**src/rtl/burst_rr_arbiter_pkg.sv**
```systemverilog
// +--------------------------------------------------------------------------+
// | arb_pkg : shared types, default widths and idle fill for burst_rr_arbiter |
// | Idle fill is 'x when ARB_DONTCARE_EN is defined, otherwise 0.  Rev 1.0    |
// +--------------------------------------------------------------------------+
`default_nettype none

package arb_pkg;

  typedef enum logic {
    IDLE  = 1'b0,
    GRANT = 1'b1
  } arb_state_t;

  localparam int DEF_NUM_REQ    = 4;
  localparam int DEF_DATA_WIDTH = 8;
  localparam int DEF_MAX_BURST  = 4;

  // One bit of the fill pattern; callers replicate it to the field width.
  function automatic logic idle_data();
`ifdef ARB_DONTCARE_EN
    return 1'bx;
`else
    return 1'b0;
`endif
  endfunction

endpackage

`default_nettype wire

```
**src/rtl/burst_rr_arbiter_rr_pick.sv**
```systemverilog
// +--------------------------------------------------------------------------+
// | rr_pick : combinational round-robin picker, first set bit at/after ptr   |
// | Rev 1.0                                                                  |
// +--------------------------------------------------------------------------+
`default_nettype none

module rr_pick
  import arb_pkg::*;
#(
  parameter  int NUM_REQ = DEF_NUM_REQ,
  localparam int IW      = $clog2(NUM_REQ)
) (
  input  logic [NUM_REQ-1:0] req,
  input  logic [IW-1:0]      ptr,
  output logic               any,
  output logic [IW-1:0]      index
);

  logic [2*NUM_REQ-1:0] doubled;
  logic [NUM_REQ-1:0]   rotated;
  logic [IW-1:0]        offset;
  logic [IW:0]          sum;

  // Rotating a doubled copy puts the requester at ptr in bit 0.
  assign doubled = {req, req};
  assign rotated = doubled[ptr +: NUM_REQ];

  always_comb begin
    offset = '0;
    for (int k = NUM_REQ - 1; k >= 0; k--) begin
      if (rotated[k]) begin
        offset = IW'(k);
      end
    end
  end

  assign any   = |req;
  assign sum   = {1'b0, ptr} + {1'b0, offset};
  assign index = (sum >= (IW+1)'(NUM_REQ)) ? IW'(sum - (IW+1)'(NUM_REQ))
                                           : sum[IW-1:0];

endmodule

`default_nettype wire

```
**src/rtl/burst_rr_arbiter.sv**
```systemverilog
// +--------------------------------------------------------------------------+
// | burst_rr_arbiter : round-robin burst arbiter onto one registered bus     |
// | Idle out_data/out_src fill set by ARB_DONTCARE_EN.            Rev 1.0    |
// +--------------------------------------------------------------------------+
`default_nettype none

module burst_rr_arbiter
  import arb_pkg::*;
#(
  parameter  int NUM_REQ    = DEF_NUM_REQ,
  parameter  int DATA_WIDTH = DEF_DATA_WIDTH,
  parameter  int MAX_BURST  = DEF_MAX_BURST,
  localparam int IW         = $clog2(NUM_REQ),
  localparam int CW         = $clog2(MAX_BURST + 1)
) (
  input  logic                          clock,
  input  logic                          reset,
  input  logic [NUM_REQ-1:0]            req_valid,
  input  logic [NUM_REQ-1:0]            req_last,
  input  logic [NUM_REQ*DATA_WIDTH-1:0] req_data,
  output logic [NUM_REQ-1:0]            req_ready,
  output logic                          out_valid,
  output logic [DATA_WIDTH-1:0]         out_data,
  output logic [IW-1:0]                 out_src,
  output logic                          out_last,
  input  logic                          out_ready,
  output logic                          busy
);

  arb_state_t            state;
  arb_state_t            state_nxt;
  logic [IW-1:0]         ptr;
  logic [IW-1:0]         grant;
  logic [CW-1:0]         beat_cnt;

  logic                  pick_any;
  logic [IW-1:0]         pick_idx;
  logic                  can_accept;
  logic                  xfer;
  logic                  last_now;
  logic [DATA_WIDTH-1:0] grant_data;
  logic [DATA_WIDTH-1:0] idle_word;
  logic [IW-1:0]         idle_src;

  rr_pick #(
    .NUM_REQ (NUM_REQ)
  ) u_pick (
    .req   (req_valid),
    .ptr   (ptr),
    .any   (pick_any),
    .index (pick_idx)
  );

  assign idle_word  = {DATA_WIDTH{idle_data()}};
  assign idle_src   = {IW{idle_data()}};

  // The output register is free when empty or being drained this cycle.
  assign can_accept = !out_valid || out_ready;
  assign xfer       = (state == GRANT) && req_valid[grant] && can_accept;
  assign last_now   = req_last[grant] || (beat_cnt == CW'(MAX_BURST - 1));
  assign grant_data = req_data[grant*DATA_WIDTH +: DATA_WIDTH];
  assign busy       = (state != IDLE);

  always_comb begin
    state_nxt = state;
    req_ready = '0;
    case (state)
      IDLE: begin
        if (pick_any) begin
          state_nxt = GRANT;
        end
      end
      GRANT: begin
        req_ready[grant] = can_accept;
        if (xfer && last_now) begin
          state_nxt = IDLE;
        end
      end
      default: state_nxt = IDLE;
    endcase
  end

  always_ff @(posedge clock) begin
    if (reset) begin
      state     <= IDLE;
      ptr       <= '0;
      grant     <= '0;
      beat_cnt  <= '0;
      out_valid <= 1'b0;
      out_last  <= 1'b0;
      out_src   <= idle_src;
      out_data  <= idle_word;
    end else begin
      state <= state_nxt;
      if (state == IDLE && pick_any) begin
        grant <= pick_idx;
      end
      if (xfer) begin
        out_valid <= 1'b1;
        out_data  <= grant_data;
        out_src   <= grant;
        out_last  <= last_now;
        if (last_now) begin
          beat_cnt <= '0;
          ptr      <= (grant == IW'(NUM_REQ - 1)) ? '0 : grant + 1'b1;
        end else begin
          beat_cnt <= beat_cnt + 1'b1;
        end
      end else if (out_ready) begin
        out_valid <= 1'b0;
        out_last  <= 1'b0;
        out_src   <= idle_src;
        out_data  <= idle_word;
      end
    end
  end

endmodule

`default_nettype wire
```
**config.mk**
```make
export PLATFORM = sky130hd
export DESIGN_NAME = burst_rr_arbiter
export DESIGN_NICKNAME = d
export VERILOG_FILES = /design/src/rtl/burst_rr_arbiter_pkg.sv /design/src/rtl/burst_rr_arbiter_rr_pick.sv /design/src/rtl/burst_rr_arbiter.sv
export SDC_FILE = /design/constraint.sdc
export NUM_CORES = 1
export LEC_CHECK = 0
export ABC_AREA = 1
export CORE_AREA = 2 2 67 53
export CTS_CLUSTER_DIAMETER = 50
export DETAILED_ROUTE_END_ITERATION = 10
export DIE_AREA = 0 0 69 55
export PLACE_DENSITY = 0.83
export SLEW_MARGIN = 5
export SYNTH_ARGS = -nofsm -noshare
export SYNTH_HDL_FRONTEND = slang
export SYNTH_SLANG_ARGS = --single-unit
```
**constraint.sdc**
```tcl
create_clock -name clock -period 3 [get_ports clock]
set_input_delay 0.3 -clock clock [delete_from_list [all_inputs] [get_ports clock]]
set_output_delay 0.3 -clock clock [all_outputs]
set_load 0.05 [all_outputs]
```
==> flow_summary.yaml, run 1 <==
outcome:
  status: "completed"
logic_synthesis:
  synth_edf_count: 0
  synthFlopType: "dfxtp_1"
  netlist.area_leader.share_pct: 29.5
  ys_ff_latch: 20
  synth_cell_types: 24
  syn_area_mm2: 0.00136
  synthArstFlopShare_pct: 0
  yosys.area.top_type: "dfxtp_1"
  synth_most_common_cell: "nand2_1"
  avgSynthCellArea_um2: 6.41
  ys_top_cells_by_count: "nand2_1, nor2_1, nand3_1"
  synth_nets: 262
  ys_seq_area_share_pct: 29.5
  syn_inst: 212
  synth.area.top_cells: "dfxtp_1, nand2_1, nor2_1"
  yosysWarnings: 0
critical_path:
  cpMostUsedCell: "inv_1"
  crit_path_max_incr_delay_ns: 0.81
  reg2reg_slack_ns: 1.20
  crit_path_cell_trace: "inv_1, ha_1, inv_1, nor2_1, clkdlybuf4s50_1"
  arrival_ns: 2.21
  cp_data_required_time_ns: 2.70
  cp.buffers_inverters: 3
  worstReg2RegEnd: "ptr[1]"
  crit_slowest_cell: "clkdlybuf4s50_1"
  ff2ff_path_depth: 9
  cp_max_fo: 14
  crit_type: "register to primary output"
  r2r_start: "grant[1]"
  startpoint_type: "register"
  cp_top_family: "buffers and inverters"
  cp-end-kind: "primary output"
floorplan:
  die_w_um: 69
  num_rows: 18
  start_util_pct: 43.1
  dieHeight_um: 55
  dieArea_mm2: 0.00380
  io-pin-count: 60
  core-area_mm2: 0.00315
route:
  vias: 1546
  drtAntennaViolNets: 0
  drt_wl_total_mm: 3.67
  dr.pass1.iters: 4
  via_per_inst: 5.09
  drc: 0
  drt_first_iter_violations: 73
  wire_per_inst_um: 12.1
power:
  powerDensity_mw_per_mm2: 429
  total_power_mw: 0.845
  peakVddDrop_mv: 0.419
  power.leakage_nw: 0.821
placed_design:
  globalplace.congestion: 0.875
  dp_slack_ns: 0.564
  dp_hpwl_mm: 2.90
  numPortBuffers: 59
  placed_area_mm2: 0.00193
timing:
  post-route-period-util_pct: 83.5
  setup_tns_ns: 0
  fmax_mhz: 399
  skew_ns: 0.00694
  worst_slack_ns: 0.494
  finalMaxSlewViolations: 0
  hold_violations: 0
  period_needed_ns: 2.51
  tightest_slew_ns: 0.559
  setup_violations: 0
  holdWs_ns: 0.466
  rsz0062_at_grt: "false"
  relSlewSlack_pct: 62.6
layout:
  final_layout_size_suffix_gt1_share_pct: 4.55
  syn_to_final_growth_pct: 45.0
  n_antenna_cell: 0
  final_area_mm2: 0.00197
  final_nets: 316
min_path:
  holdPathStages: 2
  hold_path.class: "register to register"
  min_to: "beat_cnt[2]"
  hp-start: "beat_cnt[2]"
grt:
  grt_pass1_wl_mm: 5.94
  grt_use_total_pct: 19.6
  grt_overflow_total: 0
  grt_max_degree: 26
  grt_pass1_vias: 1330
  antenna_found_initial: 0
clock_tree:
  post_cts_buffers: 0
  clkTransAtPathRegs_ns: 0.07
  cts_sinks: 20
  clk_path_buf_depth: 2
  tritoncts: "built"
  insertion_delay_ns: 0.25
  cts_resized: 0
  cts_buffers: 3
  root_buffer: "clkbuf_8"
  h-tree-depth: 1
  cts_hold_buf: 0
flow_run:
  maxCapViolCount: 0
==> through the flow <==
stage / instances / utilization (%)
after floorplan: 212 / -
after detailed placement: 301 / 61.2
after global placement: 301 / 61.2
final: 304 / 62.5
after CTS: 304 / 62.5
after global routing: 304 / 62.5
==> worst min-delay path: cells and delay by family, from the launching register on <==
family | cells | cell delay, ns
flip-flops | 1 | 0.31
AND/OR/NAND/NOR | 1 | 0.06
AO/OA/AOI/OAI | 1 | 0.06
==> state kept, by name, summed over array words and instances, names as in the netlist <==
signal     cells
ptr            2
out_valid      1
beat_cnt       3
grant          2
out_last       1
busy           1
out_data       8
out_src        2
==> where the power goes <==
part           internal, mW  leakage, nW  switching (mW)
Combinational         0.148        0.637           0.223
Clock                0.0891       0.0216          0.0765
Sequential            0.287        0.163          0.0210
Total                 0.524        0.821           0.321
==> cell type report <==
cell class              count  area [µm²]
fillers                   293        1180
flip-flops and latches     20         400
clock buffers               3        41.3
repair buffers             61         606
well taps                  40        50.0
multi-input cells         161         797
inverters                  19        76.3
==> kinds of logic (layout without fill, tap and decap cells) <==
group | count (synthesis) | count (layout) | synth area share, %
flip-flops | 20 | 20 | 29.5
AND/OR/NAND/NOR | 105 | 105 | 32.4
XOR/XNOR | 1 | 1 | 0.645
buffers and inverters | 31 | 83 | 11.9
adder cells (fa/ha/maj) | 7 | 7 | 6.45
AO/OA/AOI/OAI | 48 | 48 | 19.2
==> worst max path at each step <==
stage,startpoint,to,slack (ns),cells past startpoint
after floorplan,grant[0],req_ready[0],1.15,6
after global placement,out_ready,req_ready[0],0.56,6
after detailed placement,out_ready,req_ready[0],0.56,6
after CTS,grant[1],req_ready[0],0.47,5
after global routing,grant[1],req_ready[0],0.33,5
final,grant[1],req_ready[0],0.49,5
==> metal layers <==
metal / wire length [µm] / up-vias / track usage [%]
li1: - / 803 / -
met1: 1810 / 710 / 25.7
met3: 129 / 2 / 2.72
met5: 0 / - / 0
met4: 21 / 0 / 4.90
met2: 1720 / 31 / 35.3
==> layout by cell type (no fill, tap or decap), types with 2 or more instances in the layout <==
cell type	n
clkdlybuf4s50_1	59
nand2_1	48
nor2_1	30
nand3_1	22
dfxtp_1	20
o21ai_0	18
inv_1	17
a21oi_1	17
o22ai_1	8
ha_1	7
nand2_2	3
clkbuf_8	3
buf_4	2
(Power assumes the default switching activity.)
==> run 2: changes to the inputs <==
CORE_AREA = 2 2 69 55   (was 2 2 67 53)
DIE_AREA = 0 0 71 57   (was 0 0 69 55)
PLACE_DENSITY = 0.78   (was 0.83)
clock period = 2.6 ns   (was 3 ns; I/O delays follow)
==> run 2 against run 1 <==
  * Sequential share of layout area decreased by 0.30 points
  * Clock power increased by 87%
  * Setup slack improved by 0.17 ns
  * Sequential power increased by 13%
  * Flip-flop and latch count unchanged
  * Cell count increased by 1.3%
  * Non-clock buffer count increased by 1
  * Clock-buffer cell count unchanged
  * Hold slack improved by 0.0037 ns
==> flow_summary.yaml, run 2 (same netlist as run 1, synthesis figures left out) <==
placed_design:
  dp_hpwl_mm: 2.87
  globalplace.congestion: 0.909
  numPortBuffers: 59
flow_run:
  maxCapViolCount: 0
route:
  drt_wl_total_mm: 3.79
  vias: 1524
  wire_per_inst_um: 12.3
  drtAntennaViolNets: 0
  via_per_inst: 4.95
  drc: 0
  drt_first_iter_violations: 112
  dr.pass1.iters: 4
clock_tree:
  clkTransAtPathRegs_ns: 0.08
  root_buffer: "clkbuf_8"
  h-tree-depth: 1
  tritoncts: "built"
  insertion_delay_ns: 0.26
  cts_sinks: 20
  cts_buffers: 3
  clk_path_buf_depth: 2
  cts_hold_buf: 0
  post_cts_buffers: 0
  cts_resized: 0
layout:
  final_nets: 317
  n_fill_cell: 336
  final_cell_mix: "clkdlybuf4s50_1, nand2_1, nor2_1, nand3_1, dfxtp_1"
  syn_to_final_growth_pct: 47.2
  ff_latch_area_um2: 400
  final_layout_size_suffix_gt1_share_pct: 6.77
  largest_reg_flops: 8
  n_antenna_cell: 0
  multi_input_area_um2: 797
  final_common_cell: "clkdlybuf4s50_1"
  reg_top3: "out_data (8), beat_cnt (3)"
  regMostFlops: "out_data"
timing:
  skew_ns: 0.00337
  rsz0062_at_grt: "false"
  setup_violations: 0
  post-route-period-util_pct: 74.3
  hold_violations: 0
  tightest_slew_ns: 0.612
  period_needed_ns: 1.93
  setup_tns_ns: 0
  fmax_mhz: 518
  relSlewSlack_pct: 59.2
  finalMaxSlewViolations: 0
power:
  powerDensity_mw_per_mm2: 546
  total_power_mw: 1.09
  peakVddDrop_mv: 0.325
  power.leakage_nw: 0.848
critical_path:
  arrival_ns: 1.67
  cp-end-kind: "primary output"
  cp_max_fo: 22
  cp_data_required_time_ns: 2.34
  startpoint_type: "register"
  crit_type: "register to primary output"
outcome:
  status: "completed"
floorplan:
  start_util_pct: 39.4
  die_w_um: 71
  core-area_mm2: 0.00345
  dieHeight_um: 57
  dieArea_mm2: 0.00405
  num_rows: 19
  io-pin-count: 60
grt:
  grt_use_total_pct: 19.1
  top_usage_layer: "met2"
  grt_overflow_total: 0
  antenna_found_initial: 0
  grt_pass1_wl_mm: 6.18
  grtUsageMet2_pct: 28.7
  grt_pass1_vias: 1323
  use_met3_pct: 3.36
  met1_usage_pct: 28.1
  grt_max_degree: 26
min_path:
  hold_path.class: "register to register"
==> run 2: final timing paths <==
kind / from / end / slack, ns / depth (start not counted)
max reg2reg: ptr[0] / grant[1] / 0.84 / 12
min: beat_cnt[2] / beat_cnt[2] / 0.47 / 2
min reg2reg: beat_cnt[2] / beat_cnt[2] / 0.47 / 2
max: grant[0] / req_ready[2] / 0.67 / 5
==> run 2: cell type report <==
class	count	share of cell area [%]
sequential	20	20.0
clock buffer	3	2.06
clock inverter	1	1.50
inverter	19	3.81
tap	42	2.63
multi-input combinational	161	39.8
timing repair buffer	62	30.1
==> run 2: metal layers <==
layer	vias up	share of wire (%)
met5	-	0
met4	0	1.2
met3	4	4.3
met2	37	45
met1	680	49
li1	803	-
==> run 2: metrics by stage <==
| stage | hold WS (ns) | worst slack [ns] | cells | area [µm²] | util, % |
|---|---|---|---|---|---|
| detailed placement | 0.465 | 0.566 | 304 | 1930 | 56.0 |
| global route | 0.484 | 0.580 | 308 | 2000 | 58.0 |
| finish | 0.469 | 0.669 | 308 | 2000 | 58.0 |
| CTS | 0.476 | 0.677 | 308 | 2000 | 58.0 |
| global placement | 0.462 | 0.647 | 304 | 1930 | 56.0 |
| floorplan | 0.444 | 0.794 | 212 | 1360 | - |
==> run 2: where the power goes <==
| group | internal [mW] | switching [mW] |
|---|---|---|
| sequential | 0.330 | 0.0175 |
| clock | 0.206 | 0.105 |
| combinational | 0.169 | 0.266 |
==> run 2: worst max-delay path: stages, from the launching register on <==
cell     delay (ns)
dfxtp_1        0.31
inv_1          0.45
ha_1           0.24
inv_1          0.04
nor2_1         0.14
buf_4          0.22
